`config.mk`:
```
export PLATFORM = sky130hd
export DESIGN_NAME = inv_sub_bytes_stage
export DESIGN_NICKNAME = d
export VERILOG_FILES = /design/src/rtl/inv_sub_bytes_stage.sv
export SDC_FILE = /design/constraint.sdc
export NUM_CORES = 1
export LEC_CHECK = 0
export CAP_MARGIN = 40
export CORE_MARGIN = 4
export CORE_UTILIZATION = 63
export CTS_BUF_LIST = sky130_fd_sc_hd__clkbuf_2 sky130_fd_sc_hd__clkbuf_4 sky130_fd_sc_hd__clkbuf_8
export DETAILED_ROUTE_END_ITERATION = 8
export DONT_BUFFER_PORTS = 1
export PLACE_DENSITY_LB_ADDON = 0.08
export SYNTH_ARGS = -nofsm -noshare
export SYNTH_HDL_FRONTEND = slang
export SYNTH_HIERARCHICAL = 1
export SYNTH_SLANG_ARGS = --single-unit
```
`constraint.sdc`:
```
create_clock -name clk -period 6.7 [get_ports clk]
set_input_delay 1.005 -clock clk [delete_from_list [all_inputs] [get_ports clk]]
set_output_delay 1.005 -clock clk [all_outputs]
set_load 0.05 [all_outputs]
```
`src/rtl/inv_sub_bytes_stage.sv`:
```
// Byte-serial AES InvShiftRows + InvSubBytes stage.
// BYTES_PER_CYCLE inverse S-boxes are time-shared over the 16 state bytes.

module inv_sbox (
  input  logic [7:0] in_byte,
  output logic [7:0] out_byte
);

  localparam logic [2047:0] TBL = {
    128'h52096ad53036a538bf40a39e81f3d7fb,
    128'h7ce339829b2fff87348e4344c4dee9cb,
    128'h547b9432a6c2233dee4c950b42fac34e,
    128'h082ea16628d924b2765ba2496d8bd125,
    128'h72f8f66486689816d4a45ccc5d65b692,
    128'h6c704850fdedb9da5e154657a78d9d84,
    128'h90d8ab008cbcd30af7e45805b8b34506,
    128'hd02c1e8fca3f0f02c1afbd0301138a6b,
    128'h3a9111414f67dcea97f2cfcef0b4e673,
    128'h96ac7422e7ad3585e2f937e81c75df6e,
    128'h47f11a711d29c5896fb7620eaa18be1b,
    128'hfc563e4bc6d279209adbc0fe78cd5af4,
    128'h1fdda8338807c731b11210592780ec5f,
    128'h60517fa919b54a0d2de57a9f93c99cef,
    128'ha0e03b4dae2af5b0c8ebbb3c83539961,
    128'h172b047eba77d626e169146355210c7d
  };

  // Entry 0 sits in the top byte of the table.
  assign out_byte = TBL[{~in_byte, 3'b111} -: 8];

endmodule

module inv_sub_bytes_stage #(
  parameter int BYTES_PER_CYCLE = 1,
  parameter bit SHIFT_EN        = 1'b1
) (
  input  logic         clk,
  input  logic         rst_n,
  input  logic         in_valid,
  output logic         in_ready,
  input  logic [127:0] in_data,
  input  logic         abort,
  output logic         out_valid,
  input  logic         out_ready,
  output logic [127:0] out_data
);

  localparam int BPC = BYTES_PER_CYCLE;
  localparam int N   = 16 / BPC;
  localparam int CW  = (N > 1) ? $clog2(N) : 1;

  localparam logic [CW-1:0] LAST = CW'(N - 1);

  if (!(BPC == 1 || BPC == 2 || BPC == 4 ||
        BPC == 8 || BPC == 16)) begin : g_bad_bpc
    $error("BYTES_PER_CYCLE must be 1, 2, 4, 8 or 16");
  end

  typedef enum logic [1:0] {
    IDLE,
    BUSY,
    DONE
  } state_e;

  state_e        state_q, state_d;
  logic [CW-1:0] cnt_q, cnt_d;
  logic [127:0]  cap_q, cap_d;
  logic [127:0]  res_q, res_d;

  logic [3:0] dst_idx [BPC];
  logic [3:0] src_idx [BPC];
  logic [7:0] sb_in   [BPC];
  logic [7:0] sb_out  [BPC];

  logic accept;

  assign in_ready  = rst_n && (state_q == IDLE) && !abort;
  assign accept    = in_valid && in_ready;
  assign out_valid = (state_q == DONE);
  assign out_data  = res_q;

  // Byte k = r + 4c: low two index bits are the row, high two the column.
  always_comb begin
    for (int j = 0; j < BPC; j++) begin
      dst_idx[j] = 4'(int'(cnt_q) * BPC + j);
      if (SHIFT_EN)
        src_idx[j] = {dst_idx[j][3:2] - dst_idx[j][1:0],
                      dst_idx[j][1:0]};
      else
        src_idx[j] = dst_idx[j];
      sb_in[j] = cap_q[{~src_idx[j], 3'b111} -: 8];
    end
  end

  for (genvar g = 0; g < BPC; g++) begin : g_sbox
    inv_sbox u_sbox (
      .in_byte  (sb_in[g]),
      .out_byte (sb_out[g])
    );
  end

  always_comb begin
    state_d = state_q;
    cnt_d   = cnt_q;
    cap_d   = cap_q;
    res_d   = res_q;
    if (abort) begin
      state_d = IDLE;
      cnt_d   = '0;
    end else begin
      unique case (state_q)
        IDLE: begin
          if (accept) begin
            cap_d   = in_data;
            cnt_d   = '0;
            state_d = BUSY;
          end
        end
        BUSY: begin
          for (int j = 0; j < BPC; j++)
            res_d[{~dst_idx[j], 3'b111} -: 8] = sb_out[j];
          if (cnt_q == LAST) begin
            cnt_d   = '0;
            state_d = DONE;
          end else begin
            cnt_d = cnt_q + 1'b1;
          end
        end
        DONE: begin
          if (out_ready)
            state_d = IDLE;
        end
        default: state_d = IDLE;
      endcase
    end
  end

  always_ff @(posedge clk or negedge rst_n) begin
    if (!rst_n) begin
      state_q <= IDLE;
      cnt_q   <= '0;
      cap_q   <= '0;
      res_q   <= '0;
    end else begin
      state_q <= state_d;
      cnt_q   <= cnt_d;
      cap_q   <= cap_d;
      res_q   <= res_d;
    end
  end

endmodule

```
; Word-level counts from Yosys, hierarchy flattened
; Index checks and enable logic that the tools add are counted.
[word_totals]
latchBits = 0
ramBits = 0
inputBits = 133
romBits = 0
mem_count = 0
register_bits = 262
out_inout_bits = 130
elab_cells = 41
[op_classes]
eq_ne = 6
n_mul = 0
reduce_logical = 10
n_addsub = 3
n_lt_le_gt_ge = 0
bitwise_logic = 4
div = 0
mux = 10
shift = 4
[ops]
columns = cell, n
row1 = 2055-bit by 12-bit indexed part select with 8-bit output (first input constant), 1
row2 = 8-bit by 9-bit variable shift with 135-bit output (first input constant), 1
row3 = 135-bit by 8-bit indexed part select with 8-bit output, 1
row4 = 8-bit by 9-bit indexed part select with 135-bit output, 1
row5 = 128-bit bitwise mux, 1
row6 = 4-bit two-way mux, 3
row7 = 7-bit negation with 9-bit output, 1
row8 = 2-bit two-way mux, 4
row9 = 4-bit inverter, 2
row10 = 8-bit inverter, 1
row11 = 4-bit case mux with 2 select lines, 1
row12 = 3-bit != test (second input constant), 2
row13 = 2-bit case mux with 3 select lines, 1
row14 = 3-bit AND reduction, 2
row15 = 4-bit by 1-bit adder with 4-bit output (second input constant), 1
row16 = 4-bit == test (second input constant), 1
row17 = 2-bit AND reduction, 2
row18 = 1-bit logical AND, 3
row19 = 3-bit by 2-bit != test with 1-bit output (second input constant), 1
row20 = 3-bit nonzero test, 1
row21 = 2-bit by 1-bit == test with 1-bit output (second input constant), 1
row22 = 2-bit == test (second input constant), 1
row23 = 2-bit logical NOT, 1
row24 = 2-bit subtractor, 1
row25 = 2 further kinds, 2

; Logic depth before layout (Yosys ltp)
; Gate-level depths: netlist of the first run.
[logic_depth]
word_depth = 7
depth_mapped = 20

; By module
; Netlist of the first run, hierarchy kept.
[by_module_without_submodules]
columns = mod, cells_per_inst, area_each_um2, seq_area_each_um2, instances
row1 = inv_sub_bytes_stage, 743, 11184.5, 6556.3, 1
row2 = inv_sbox, 529, 3447.1, 0.0, 1

; Worst setup path after synthesis of the first run
; Ideal clock, no wire load.
[synth_path]
path_kind = reg2reg
start = register cnt_q[2]
end = register res_q[110], in the netlist out_data[110]
n_path_buf = 3
t_arrival_ns = 4.885
slack_ns = 1.691
stages_incl_launch_ff = 19
synth_period_minus_slack_ns = 5.009
path_cell_list = dfrtp_1 > inv_1 > ha_1 > buf_2 > buf_1 > mux4_2 > nor2_1 > nor3_1 > buf_2 > inv_1 > ha_1 > or2_1 > and2_0 > mux4_2 > a21oi_1 > nor3_1 > a211o_1 > and3_1 > mux2_2
[synth_lines]
columns = element, line_no
row1 = "start, declared", 66  ; logic [CW-1:0] cnt_q, cnt_d;
row2 = "start signal, assigned", 146  ; cnt_q <= cnt_d;
row3 = "end signal, assigned", 148  ; res_q <= res_d;
row4 = "end, declared", 68  ; logic [127:0] res_q, res_d;

==> results of run 1 <==
[worst max-delay path, stage by stage, from the launching register on]
cell	delay [ns]
dfrtp_1	0.44
inv_1	0.13
ha_1	0.24
xnor2_1	0.45
nand2_1	0.19
nand2_2	0.20
mux4_2	0.85
inv_1	0.37
ha_1	0.51
nor2b_1	0.55
nor2_1	0.16
o21ai_0	0.18
a211oi_1	0.10
o311ai_1	0.35
o311ai_1	0.18
buf_4	0.22
and3_1	0.26
mux2_2	0.29
[path summary, 6_finish.rpt]
kind                       cells after the start                        end                   from  slack (ns)
setup / recovery                              17   out_data[16]$_DFFE_PN0P_   cnt_q[2]$_DFFE_PN0P_        0.88
hold / removal                                 0  out_data[120]$_DFFE_PN0P_                  rst_n        0.19
setup reg to reg                              17   out_data[16]$_DFFE_PN0P_   cnt_q[2]$_DFFE_PN0P_        0.88
hold reg to reg                                1      cap_q[22]$_DFFE_PN0P_  cap_q[22]$_DFFE_PN0P_        0.50
max in group asynchronous                      0      cap_q[39]$_DFFE_PN0P_                  rst_n        5.81
min in group clk                               1      cap_q[22]$_DFFE_PN0P_  cap_q[22]$_DFFE_PN0P_        0.50
[cells in the final DEF, fill, tap and decap left out, types with 16 or more instances in the layout]
cell type / count
dfrtp_1: 261
mux2_2: 222
nand2_1: 98
o21ai_0: 74
a21oi_1: 66
clkbuf_8: 51
nor2_1: 41
ha_1: 27
nand3_1: 25
mux4_1: 22
and3_1: 21
nand2b_1: 21
nor2b_1: 20
mux4_2: 16
and2_1: 16
nor3_1: 16
buf_4: 16
[registers in the layout, indices dropped and copies added, names as in the netlist]
| register | count |
|---|---|
| out_data | 128 |
| cnt_q | 4 |
| cap_q | 128 |
| state_q | 2 |
[cells by family after synthesis]
| kind of cell | Yosys count | synth area share, % |
|---|---|---|
| fa+ha+maj | 27 | 2.31 |
| buf+inv | 107 | 3.98 |
| simple gates | 312 | 11.0 |
| xor+xnor | 4 | 0.368 |
| mux | 273 | 24.5 |
| flops | 262 | 44.8 |
| compound gates | 287 | 13.0 |
[cells in the mapped netlist (14+ instances only)]
cell type	n
a311oi_1	15
nand2_2	14
and2_1	16
nand3_1	25
nor2_1	41
a21oi_1	66
and3_1	21
mux4_2	17
o21ai_0	74
buf_2	45
nor2b_1	20
mux4_1	22
mux2_2	222
ha_1	27
a211oi_1	15
nand2_1	99
nand2b_1	21
dfrtp_1	262
a31oi_1	14
clkbuf_1	26
nor3_1	18
[stage by stage]
stage	worst slack, ns	cell area, um2	hold WS, ns
after floorplan	1.69	14600	0.470
after global placement	1.22	14600	0.479
after detailed placement	1.10	14700	0.486
after CTS	1.07	15600	0.128
after global routing	0.620	15600	0.155
final	0.881	15600	0.192
[layout make-up]
| class | instances | area share [%] |
|---|---|---|
| Antenna cell | 5 | 0.0803 |
| Clock buffer | 66 | 5.23 |
| Clock inverter | 9 | 0.578 |
| Inverter | 14 | 0.337 |
| Multi-Input combinational cell | 903 | 48.2 |
| Sequential cell | 262 | 42.1 |
| Tap cell | 285 | 2.29 |
| Timing Repair Buffer | 19 | 1.15 |
[per-layer routing]
layer	GRT usage, %	vias up
met5	0	-
met4	12.6	14
met3	10.3	178
met2	52.3	714
met1	44.0	5393
li1	-	4699
[power breakdown]
group          total [mW]  switching (mW)  internal, mW
sequential           2.01           0.220          1.79
combinational        2.65            1.71         0.943
clock                1.45           0.631         0.817
==> results.toml, run 1 <==
[detailed_routing]
wire_per_inst_um = 28.4
drtPass1Iterations = 7
met2_length_mm = 20.4
drc = 0
routed_wl_mm = 44.4
via_per_inst = 7.04
m1WireLength_mm = 16.9
vias = 11000
highest_layer = "met5"
dr.first_iter.drc_count = 1524
antenna_left = 0
wl_met3_mm = 5.07

[synthesis]
synth-main-ff-cell = "dfrtp_1"
synth_edf_count = 0
synth_area_leaders = "dfrtp_1 45%, mux2_2 17%, mux4_1 4.0%"
ys_seq_elements = 262
synth.distinct_cells = 85
yosys_warnings = 6
synthCells = 1272
synth_top_area_cell = "dfrtp_1"
synth.top_cell.area_share_pct = 44.8
avgSynthCellArea_um2 = 11.5
ys_seq_area_share_pct = 44.8
syn-num-nets = 1432
async_flop_share_pct = 100
synth_area_mm2 = 0.0146

[finish]
seq_area_mm2 = 0.00656
fillCellCount = 1634
fin_cells = 1563
flow.area_growth_from_synthesis_pct = 6.46
nNetsFinal = 1403
multi_input_area_mm2 = 0.00751
post-route-util_pct = 68.6
drive_gt1_share_pct = 29.2

[floorplanning]
num_io_pins = 263
die_w_um = 160
die_y_um = 160
initial_core_util_pct = 64.4
rows = 55
dieArea_mm2 = 0.0257
core_area_mm2 = 0.0227

[global_route]
antenna_found_initial = 11
gr-total-overflow = 0
grt_pass1_vias = 10900
grt_use_total_pct = 33.3
grt_first_pass_wirelength_mm = 66.8
grt_start_max_net_pins = 265

[power_and_ir_drop]
p_total_mw = 6.11
powerDensity_mw_per_mm2 = 392
max-vdd-ir-drop_uv = 266
p_leak_nw = 6.89

[placement]
post-place-cells = 1483
dp_hpwl_mm = 31.6
gp_congestion = 1.05
port_buffers = 0

[worst_setup_path]
worstPathRequired_ns = 7.12
crit_arrival_ns = 6.24
endpoint_kind = "flip-flop"
worst-path-max-fanout = 29
cp-start-kind = "flip-flop"
crit_type = "flip-flop to flip-flop"

[sta]
fmax_mhz = 172
finalSetupTns_ns = 0
rsz0062_at_grt = "false"
fin_crit_ns = 5.82
setup_violations = 0
period_share_pct = 86.9
clock_skew_ns = 0.0298
timing.slew.headroom_pct = 41.0
finalHoldViolCount = 0
drv_slew = 0
max_slew.worst_pin.slew_ns = 0.885

[clocking]
clk_path_buf_depth = 3
clkTransAtPathRegs_ns = 0.06
cts_hold_buf = 0
post_cts_buffers = 0
clk_latency_ns = 0.55
numCtsBuffers = 43
htreeDepth = 2
cts_tree = "done"
clock-root-buffer = "clkbuf_8"
cts_resized = 0
cts.sinks = 262

[hold_path]
hold_path_class = "input port to asynchronous set/reset pin"

[outcome]
status = "finished, final reports clean"

[job]
cap_viol_max_count = 0
Power figures use the tool's default switching activity.
==> inputs of run 2 (changes only) <==
CELL_PAD_IN_SITES_DETAIL_PLACEMENT = 0   (was not set)
CELL_PAD_IN_SITES_GLOBAL_PLACEMENT = 1   (was not set)
CORE_UTILIZATION = 53   (was 63)
GPL_ROUTABILITY_DRIVEN = 0   (was not set)
REMOVE_ABC_BUFFERS = 1   (was not set)
==> run 2 against run 1 <==
  * Hold slack got worse by 0.049 ns
  * Clock power is essentially flat
  * Worst setup slack improved by 0.30 ns
  * Global-route usage is 6.2 points lower
  * Critical path depth stayed put
  * Sequential share of layout area fell by 0.27 points
  * Critical path type unchanged
  * Largest cell class unchanged
==> results.toml, run 2 (synthesized netlist as in run 1, its figures left out) <==
[detailed_routing]
routed_wl_mm = 42.2
via_per_inst = 6.67
drtPass1Iterations = 6
vias = 10800
drc = 0
dr.first_iter.drc_count = 1130
wire_per_inst_um = 26.1
antenna_left = 0

[worst_setup_path]
critPathTopFamily = "simple AND/OR/NAND/NOR gates"
worstPathRequired_ns = 7.14
worst-path-max-fanout = 18
slowest_delay_ns = 0.57
crit_type = "flip-flop to flip-flop"
cp_num_buf_inv = 3
endpoint_kind = "flip-flop"
critPathSlowestCell = "nor2b_1"
cp-start-kind = "flip-flop"
crit_arrival_ns = 5.96
path_cells = "inv_1, ha_1, xnor2_1, nand2_1, nand2_2, mux4_2, inv_1, ha_1, nor2b_1, nor2_1, a211oi_1, o21ai_0, o2111ai_1, o32ai_1, buf_4, and3_1, mux2_2"

[finish]
seq_area_mm2 = 0.00656
drive_gt1_share_pct = 29.4
fillCellCount = 2302
n_antenna_cell = 0
flow.area_growth_from_synthesis_pct = 7.14
layout.cells.most_common_list = "261 x dfrtp_1, 222 x mux2_2, 98 x nand2_1, 74 x o21ai_0, 66 x a21oi_1"
layout_commonest_cell = "dfrtp_1"
multi_input_area_mm2 = 0.00751
nNetsFinal = 1407

[floorplanning]
initial_core_util_pct = 54.1
die_w_um = 174
core_area_mm2 = 0.0270
die_y_um = 174
dieArea_mm2 = 0.0303
rows = 60
num_io_pins = 263

[sta]
finalHoldViolCount = 0
fin_crit_ns = 5.52
setup_slack_ns = 1.18
clock_skew_ns = 0.0319
period_share_pct = 82.4
finalSetupTns_ns = 0
timing.slew.headroom_pct = 45.4
rsz0062_at_grt = "false"
fmax_mhz = 181
whs_ns = 0.143
setup_violations = 0
drv_slew = 0
max_slew.worst_pin.slew_ns = 0.818

[hold_path]
hold_path_class = "input port to asynchronous set/reset pin"

[clocking]
cts_tree = "done"
clk_path_buf_depth = 3
htreeDepth = 2
clock-root-buffer = "clkbuf_8"
cts_resized = 0
clkTransAtPathRegs_ns = 0.06
cts_hold_buf = 0
clk_latency_ns = 0.56
numCtsBuffers = 43
cts.sinks = 262
post_cts_buffers = 0

[global_route]
grt_start_max_net_pins = 265
grt_first_pass_wirelength_mm = 64.8
grt_pass1_vias = 10800
grt_use_total_pct = 27.1
antenna_found_initial = 9
gr-total-overflow = 0

[job]
cap_viol_max_count = 0

[power_and_ir_drop]
p_leak_nw = 6.92
p_total_mw = 6.04
max-vdd-ir-drop_uv = 194
powerDensity_mw_per_mm2 = 386

[placement]
pre_cts_ws_ns = 1.29
port_buffers = 0
dp_hpwl_mm = 29.6

[outcome]
status = "finished, final reports clean"
## run 2: changes by cell type in the layout (fill, tap and decap cells not counted)
cell | previous run | this run
clkinv_4 | 0 | 1
clkinv_8 | 1 | 0
inv_8 | 0 | 2
buf_4 | 16 | 18
clkinvlp_4 | 2 | 0
bufinv_16 | 1 | 0
clkinv_2 | 4 | 6
diode_2 | 5 | 0
buf_12 | 1 | 2
inv_6 | 1 | 0
clkbuf_4 | 15 | 14
buf_16 | 1 | 2
inv_12 | 0 | 1
## run 2: cell type report
class / instances / area share (%)
repair buffers: 23 / 1.54
well taps: 341 / 2.72
clock inverters: 10 / 0.495
multi-input cells: 903 / 47.9
flip-flops and latches: 262 / 41.8
clock buffers: 65 / 5.15
inverters: 14 / 0.335
## run 2: path summary, 6_finish.rpt
path / startpoint / to / slack [ns] / depth (start not counted)
max: cnt_q[2]$_DFFE_PN0P_ / out_data[116]$_DFFE_PN0P_ / 1.18 / 17
min in group clk: cap_q[74]$_DFFE_PN0P_ / cap_q[74]$_DFFE_PN0P_ / 0.50 / 1
max in group asynchronous: rst_n / cap_q[65]$_DFFE_PN0P_ / 5.93 / 0
min reg2reg: cap_q[74]$_DFFE_PN0P_ / cap_q[74]$_DFFE_PN0P_ / 0.50 / 1
max reg2reg: cnt_q[2]$_DFFE_PN0P_ / out_data[116]$_DFFE_PN0P_ / 1.18 / 17
min: rst_n / out_data[13]$_DFFE_PN0P_ / 0.14 / 0
## run 2: report_power, final
part	internal [mW]	total [mW]	switching, mW
Clock	0.779	1.42	0.640
Combinational	0.961	2.62	1.66
Sequential	1.79	2.01	0.220
## run 2: per-stage QoR
stage / std cells / area, um2 / util, %
after floorplan: 1179 / 14100 / -
after global placement: 1539 / 14700 / 54.5
after detailed placement: 1543 / 14800 / 54.7
after CTS: 1618 / 15700 / 58.0
after global routing: 1618 / 15700 / 58.0
final: 1618 / 15700 / 58.0
## run 2: routing by layer
layer  vias up  share of wire (%)  track usage [%]
met2       592                 44             40.4
met1      5310                 40             35.8
met5         -               0.21                0
met4        16                4.0             9.90
li1       4721                  -                -
met3       147                 12             11.0
